[src/rtl/arith_pkg.sv]
// Shared arithmetic-library constants and elaboration helpers.
package arith_pkg;

  localparam int MODE_WRAP = 0;
  localparam int MODE_SAT  = 1;

  localparam int N_MIN = 4;
  localparam int N_MAX = 16;

  function automatic bit n_legal(input int n);
    return (n >= N_MIN) && (n <= N_MAX);
  endfunction

  function automatic bit max_legal(input int n, input int max_val);
    return (max_val >= 1) && (max_val <= (1 << n) - 1);
  endfunction

endpackage

[src/rtl/updown_step_counter_if.sv]
// Control and status bundle for updown_step_counter.
interface updown_step_counter_if #(
  parameter int N = 8
);

  logic         en;
  logic         up;
  logic [N-1:0] step;
  logic         load;
  logic [N-1:0] load_val;
  logic [N-1:0] count;
  logic         zero;
  logic         at_max;
  logic         ovf;

  modport master (
    output en, up, step, load, load_val,
    input  count, zero, at_max, ovf
  );

  modport slave (
    input  en, up, step, load, load_val,
    output count, zero, at_max, ovf
  );

endinterface

[src/rtl/updown_step_counter_addsub_step.sv]
// Combinational N-bit ripple add/subtract with an N+1-bit result.
// up=1: res = a + b, cout = carry out.
// up=0: res = a - b modulo 2**(N+1), cout = borrow (a < b).
module addsub_step #(
  parameter int N = 8
) (
  input  logic [N-1:0] a,
  input  logic [N-1:0] b,
  input  logic         up,
  output logic [N:0]   res,
  output logic         cout
);

  logic [N:0]   c;
  logic [N-1:0] bx;
  logic [N-1:0] sum;

  // Ripple chain; subtraction is a + ~b + 1, borrow is the inverted carry
  always_comb begin
    bx   = up ? b : ~b;
    c    = '0;
    c[0] = ~up;
    sum  = '0;
    for (int unsigned i = 0; i < N; i++) begin
      sum[i]   = a[i] ^ bx[i] ^ c[i];
      c[i+1]   = (a[i] & bx[i]) | (c[i] & (a[i] ^ bx[i]));
    end
    cout = up ? c[N] : ~c[N];
    res  = {cout, sum};
  end

endmodule

[src/rtl/updown_step_counter.sv]
// Registered up/down counter with programmable step, parallel load,
// configurable terminal count and wrap/saturate boundary handling.
module updown_step_counter
  import arith_pkg::*;
#(
  parameter int N       = 8,
  parameter int MAX_VAL = (1 << N) - 1,
  parameter int MODE    = MODE_WRAP
) (
  input logic                  clk,
  input logic                  rst_n,
  updown_step_counter_if.slave bus
);

  localparam logic [N-1:0] MAXN = N'(MAX_VAL);
  localparam logic [N:0]   MAXW = (N+1)'(MAX_VAL);
  localparam logic [N:0]   MODW = (N+1)'(MAX_VAL + 1);

  if (!n_legal(N)) begin : g_bad_n
    $error("updown_step_counter: N=%0d outside 4..16", N);
  end
  if (!max_legal(N, MAX_VAL)) begin : g_bad_max
    $error("updown_step_counter: MAX_VAL=%0d outside 1..2**N-1", MAX_VAL);
  end
  if (MODE != MODE_WRAP && MODE != MODE_SAT) begin : g_bad_mode
    $error("updown_step_counter: MODE=%0d unknown", MODE);
  end

  logic [N-1:0] count_q;
  logic         ovf_q;
  logic [N-1:0] s;
  logic [N-1:0] lv;
  logic [N:0]   res;
  logic         brw;
  logic [N-1:0] count_nxt;
  logic         ovf_nxt;

  // Clamp step and load value into the legal count range
  always_comb begin
    s  = (bus.step     > MAXN) ? MAXN : bus.step;
    lv = (bus.load_val > MAXN) ? MAXN : bus.load_val;
  end

  addsub_step #(.N(N)) u_addsub (
    .a    (count_q),
    .b    (s),
    .up   (bus.up),
    .res  (res),
    .cout (brw)
  );

  // Next-state select: load > en > hold, with boundary wrap or clip
  always_comb begin
    count_nxt = count_q;
    ovf_nxt   = 1'b0;
    if (bus.load) begin
      count_nxt = lv;
    end else if (bus.en) begin
      if (bus.up) begin
        if (res > MAXW) begin
          ovf_nxt   = 1'b1;
          count_nxt = (MODE == MODE_SAT) ? MAXN : N'(res - MODW);
        end else begin
          count_nxt = res[N-1:0];
        end
      end else begin
        // res holds count - s modulo 2**(N+1); adding the modulus folds it back
        if (brw) begin
          ovf_nxt   = 1'b1;
          count_nxt = (MODE == MODE_SAT) ? '0 : N'(res + MODW);
        end else begin
          count_nxt = res[N-1:0];
        end
      end
    end
  end

  // Count and overflow-pulse registers
  always_ff @(posedge clk or negedge rst_n) begin
    if (!rst_n) begin
      count_q <= '0;
      ovf_q   <= 1'b0;
    end else begin
      count_q <= count_nxt;
      ovf_q   <= ovf_nxt;
    end
  end

  assign bus.count  = count_q;
  assign bus.ovf    = ovf_q;
  assign bus.zero   = (count_q == '0);
  assign bus.at_max = (count_q == MAXN);

endmodule

[src/flat_wrapper.sv]
// flat-port wrapper written by rule: the top's interface ports become plain ports
module updown_step_counter_flat import arith_pkg::*;
#(
  parameter int N       = 8,
  parameter int MAX_VAL = (1 << N) - 1,
  parameter int MODE    = MODE_WRAP
)
  (clk, rst_n, bus_en, bus_up, bus_step, bus_load, bus_load_val, bus_count, bus_zero, bus_at_max, bus_ovf);
  updown_step_counter_if #(.N(N)) bus_i ();
  input logic clk;
  input logic rst_n;
  input wire logic [$bits(bus_i.en)-1:0] bus_en;
  input wire logic [$bits(bus_i.up)-1:0] bus_up;
  input wire logic [$bits(bus_i.step)-1:0] bus_step;
  input wire logic [$bits(bus_i.load)-1:0] bus_load;
  input wire logic [$bits(bus_i.load_val)-1:0] bus_load_val;
  output wire logic [$bits(bus_i.count)-1:0] bus_count;
  output wire logic [$bits(bus_i.zero)-1:0] bus_zero;
  output wire logic [$bits(bus_i.at_max)-1:0] bus_at_max;
  output wire logic [$bits(bus_i.ovf)-1:0] bus_ovf;
  assign bus_i.en = bus_en;
  assign bus_i.up = bus_up;
  assign bus_i.step = bus_step;
  assign bus_i.load = bus_load;
  assign bus_i.load_val = bus_load_val;
  assign bus_count = bus_i.count;
  assign bus_zero = bus_i.zero;
  assign bus_at_max = bus_i.at_max;
  assign bus_ovf = bus_i.ovf;
  updown_step_counter #(.N(N), .MAX_VAL(MAX_VAL), .MODE(MODE)) u_core (.clk(clk), .rst_n(rst_n), .bus(bus_i));
endmodule
[config.mk]
export PLATFORM = sky130hd
export DESIGN_NAME = updown_step_counter_flat
export DESIGN_NICKNAME = d
export VERILOG_FILES = /design/src/rtl/arith_pkg.sv /design/src/rtl/updown_step_counter_if.sv /design/src/rtl/updown_step_counter_addsub_step.sv /design/src/rtl/updown_step_counter.sv /design/src/flat_wrapper.sv
export SDC_FILE = /design/constraint.sdc
export NUM_CORES = 1
export LEC_CHECK = 0
export BUFFER_PORTS_ARGS = -buffer_cell sky130_fd_sc_hd__buf_2
export CAP_MARGIN = 0
export CORE_MARGIN = 2
export CORE_UTILIZATION = 44
export CTS_CLUSTER_SIZE = 10
export DETAILED_ROUTE_END_ITERATION = 8
export GPL_TIMING_DRIVEN = 0
export PLACE_DENSITY = 0.78
export REMOVE_ABC_BUFFERS = 1
export SLEW_MARGIN = 0
export SYNTH_ARGS = -nofsm -noshare
export SYNTH_HDL_FRONTEND = slang
export SYNTH_SLANG_ARGS = --single-unit
[constraint.sdc]
create_clock -name clk -period 4.1 [get_ports clk]
set_input_delay 0.615 -clock clk [delete_from_list [all_inputs] [get_ports clk]]
set_output_delay 0.615 -clock clk [all_outputs]
set_load 0.01 [all_outputs]
==> results.yml <==
status:
  status: "completed"
cells_and_area:
  layout_common_cells: "buf_2 (31), nand2_1 (9), dfrtp_1 (9)"
  syn2layout_area_growth_pct: 26.6
  utilization_pct: 58.7
  layout.cells.non_filler: 113
  drive_above_1_share_pct: 35.1
  nets: 126
  final.fill_count: 145
  n_antenna_cell: 0
  final_common_cell: "buf_2"
critical_path:
  cp_max_fo: 9
  crit_required_ps: 4270
  slowest_delay_ps: 410
  timing.rr.end: "u_core.bus.ovf$_DFF_PN0_"
  critPathLaunch: "bus_up"
  cpMostUsedCell: "fa_1"
  rrSetupSlack_ps: 460
  path_cells: "buf_2, o21ai_0, fa_1, fa_1, fa_1, fa_1, inv_1, fa_1, inv_1, fa_1, fa_1, xor2_1, nor3b_1"
  start_kind: "input port"
  crit_type: "in -> reg"
  crit_path_end_kind: "flop"
  crit_slowest_cell: "fa_1"
  reg2reg_depth: 13
  arrival_ps: 3960
  rr_startpoint: "u_core.bus.count[0]$_DFFE_PN0P_"
clock_tree:
  clkSinkCount: 9
  cts_resized: 0
  cts_setup_buffers: 0
  cts_tree: "done"
  clock_path_buffers: 2
  clock_latency_ps: 260
  cts.clk_slew.worst_paths_ps: 60
  cts_buffers: 3
  cts_hold_buf: 0
  clockRootBuffer: "clkbuf_4"
  htree_levels: 1
die:
  fp-row-count: 14
  dieArea_mm2: 0.00188
  initial_utilization_pct: 46.3
  pin_count: 32
  die_w_um: 43.4
  core_area_mm2: 0.00147
  die_h_um: 43.4
drt:
  dr.pass1.iters: 4
  ant_nets: 0
  num_vias: 594
  drt_iter0_markers: 7
  drcViolationCount: 0
  wl_per_cell_um: 12.3
  viasPerCell: 5.26
  wl_mm: 1.39
timing:
  relSlewSlack_pct: 81.3
  rsz0062_at_grt: "no"
  post-route-min-period_ps: 3790
  skew_ps: 4.10
  hold_viol_final: 0
  setup_viol: 0
  max_freq_mhz: 264
  maxSlewViolCount: 0
  setup_slack_ps: 309
  fin_tns_setup_ps: 0
  tightest_slew_ps: 280
  period_share_pct: 92.5
global_routing:
  grt_max_degree: 19
  overflow: 0
  grt_pass1_wl_mm: 2.48
  antenna_found_initial: 0
  track_usage_pct: 18.8
  grt_pass1_vias: 580
placement:
  hpwlAfterDp_mm: 1.12
  numPortBuffers: 31
  dp.cells: 109
  post-place-ws_ps: 10.2
  place_congestion: 0.784
yosys:
  synth_seq_cells: 9
  synth_area_um2: 682
  yosys_warnings: 0
  synth_seq_area_share_pct: 33.0
  synth_cell_types: 18
  syn-instance-count: 66
  syn_area_per_cell_um2: 10.3
power:
  vdd_drop_max_mv: 0.181
  p_leak_uw: 0.000427
  pwr_density_cell_mw_per_mm2: 370
flow_run:
  max-cap-violations: 0
min_path:
  hold_path.class: "in -> async"
-- worst max-delay path by stage --
stage                               endpoint
global route        u_core.bus.ovf$_DFF_PN0_
detailed placement  u_core.bus.ovf$_DFF_PN0_
global placement    u_core.bus.ovf$_DFF_PN0_
finish              u_core.bus.ovf$_DFF_PN0_
floorplan           u_core.bus.ovf$_DFF_PN0_
CTS                 u_core.bus.ovf$_DFF_PN0_
-- kinds of logic after synthesis --
| kind of cell | synth area share (%) |
|---|---|
| AND/OR/NAND/NOR | 15.0 |
| multiplexers | 8.81 |
| flip-flops | 33.0 |
| adder cells (fa/ha/maj) | 20.5 |
| AO/OA/AOI/OAI | 7.71 |
| buffers and inverters | 4.59 |
| XOR/XNOR | 10.3 |
-- worst max-delay path: cells and delay by family --
kind	cells	cell delay, ps
buffers and inverters	3	360
xor gates and xnor gates	1	150
AOI/OAI and AO/OA	1	150
adders and majority gates	7	2480
and+or+nand+nor	1	200
-- stage by stage --
| stage | hold slack (ps) | area [um2] | power [uW] |
|---|---|---|---|
| final | 193 | 863 | 320 |
| after global routing | 201 | 863 | 355 |
| after CTS | 198 | 863 | 325 |
| after detailed placement | 478 | 837 | 257 |
| after global placement | 476 | 837 | 247 |
| after floorplan | 319 | 662 | 203 |
-- sequential cells by signal, summed over array words and instances, names as in the netlist --
register          count
u_core.bus.ovf        1
u_core.bus.count      8
-- per-layer routing --
layer	up-vias	track usage, %	share of wire, %
met1	281	22.1	41
met5	-	0	0
met2	23	31.6	49
li1	286	-	-
met3	4	2.50	6.7
met4	0	12.7	3.2
-- power breakdown --
part | switching, uW | total [uW] | internal [uW]
sequential | 23.9 | 129 | 105
clock | 29.4 | 66.9 | 37.4
combinational | 61.7 | 124 | 62.4
total | 115 | 320 | 205
-- final cells by class --
class | count | area, um2 | area share (%)
Clock buffer | 4 | 26.3 | 3.04
Tap cell | 16 | 20.0 | 2.32
Multi-Input combinational cell | 50 | 425 | 49.3
Timing Repair Buffer | 31 | 155 | 18.0
Inverter | 3 | 11.3 | 1.30
Sequential cell | 9 | 225 | 26.1
-- synth_stat cells (all sizes together) --
cell    count  area [um2]
a221o       1        10.0
and2        1        6.26
buf         4        20.0
dfrtp       9         225
fa          7         140
inv         3        11.3
mux2i       6        60.1
nand2       9        33.8
nand4       2        12.5
nor2        3        11.3
nor2b       1        6.26
nor3b       1        7.51
nor4bb      1        10.0
o21ai       7        35.0
o31ai       1        7.51
or4         2        15.0
xnor2       6        52.6
xor2        2        17.5
Note: power is estimated with default switching activity, not from simulation.
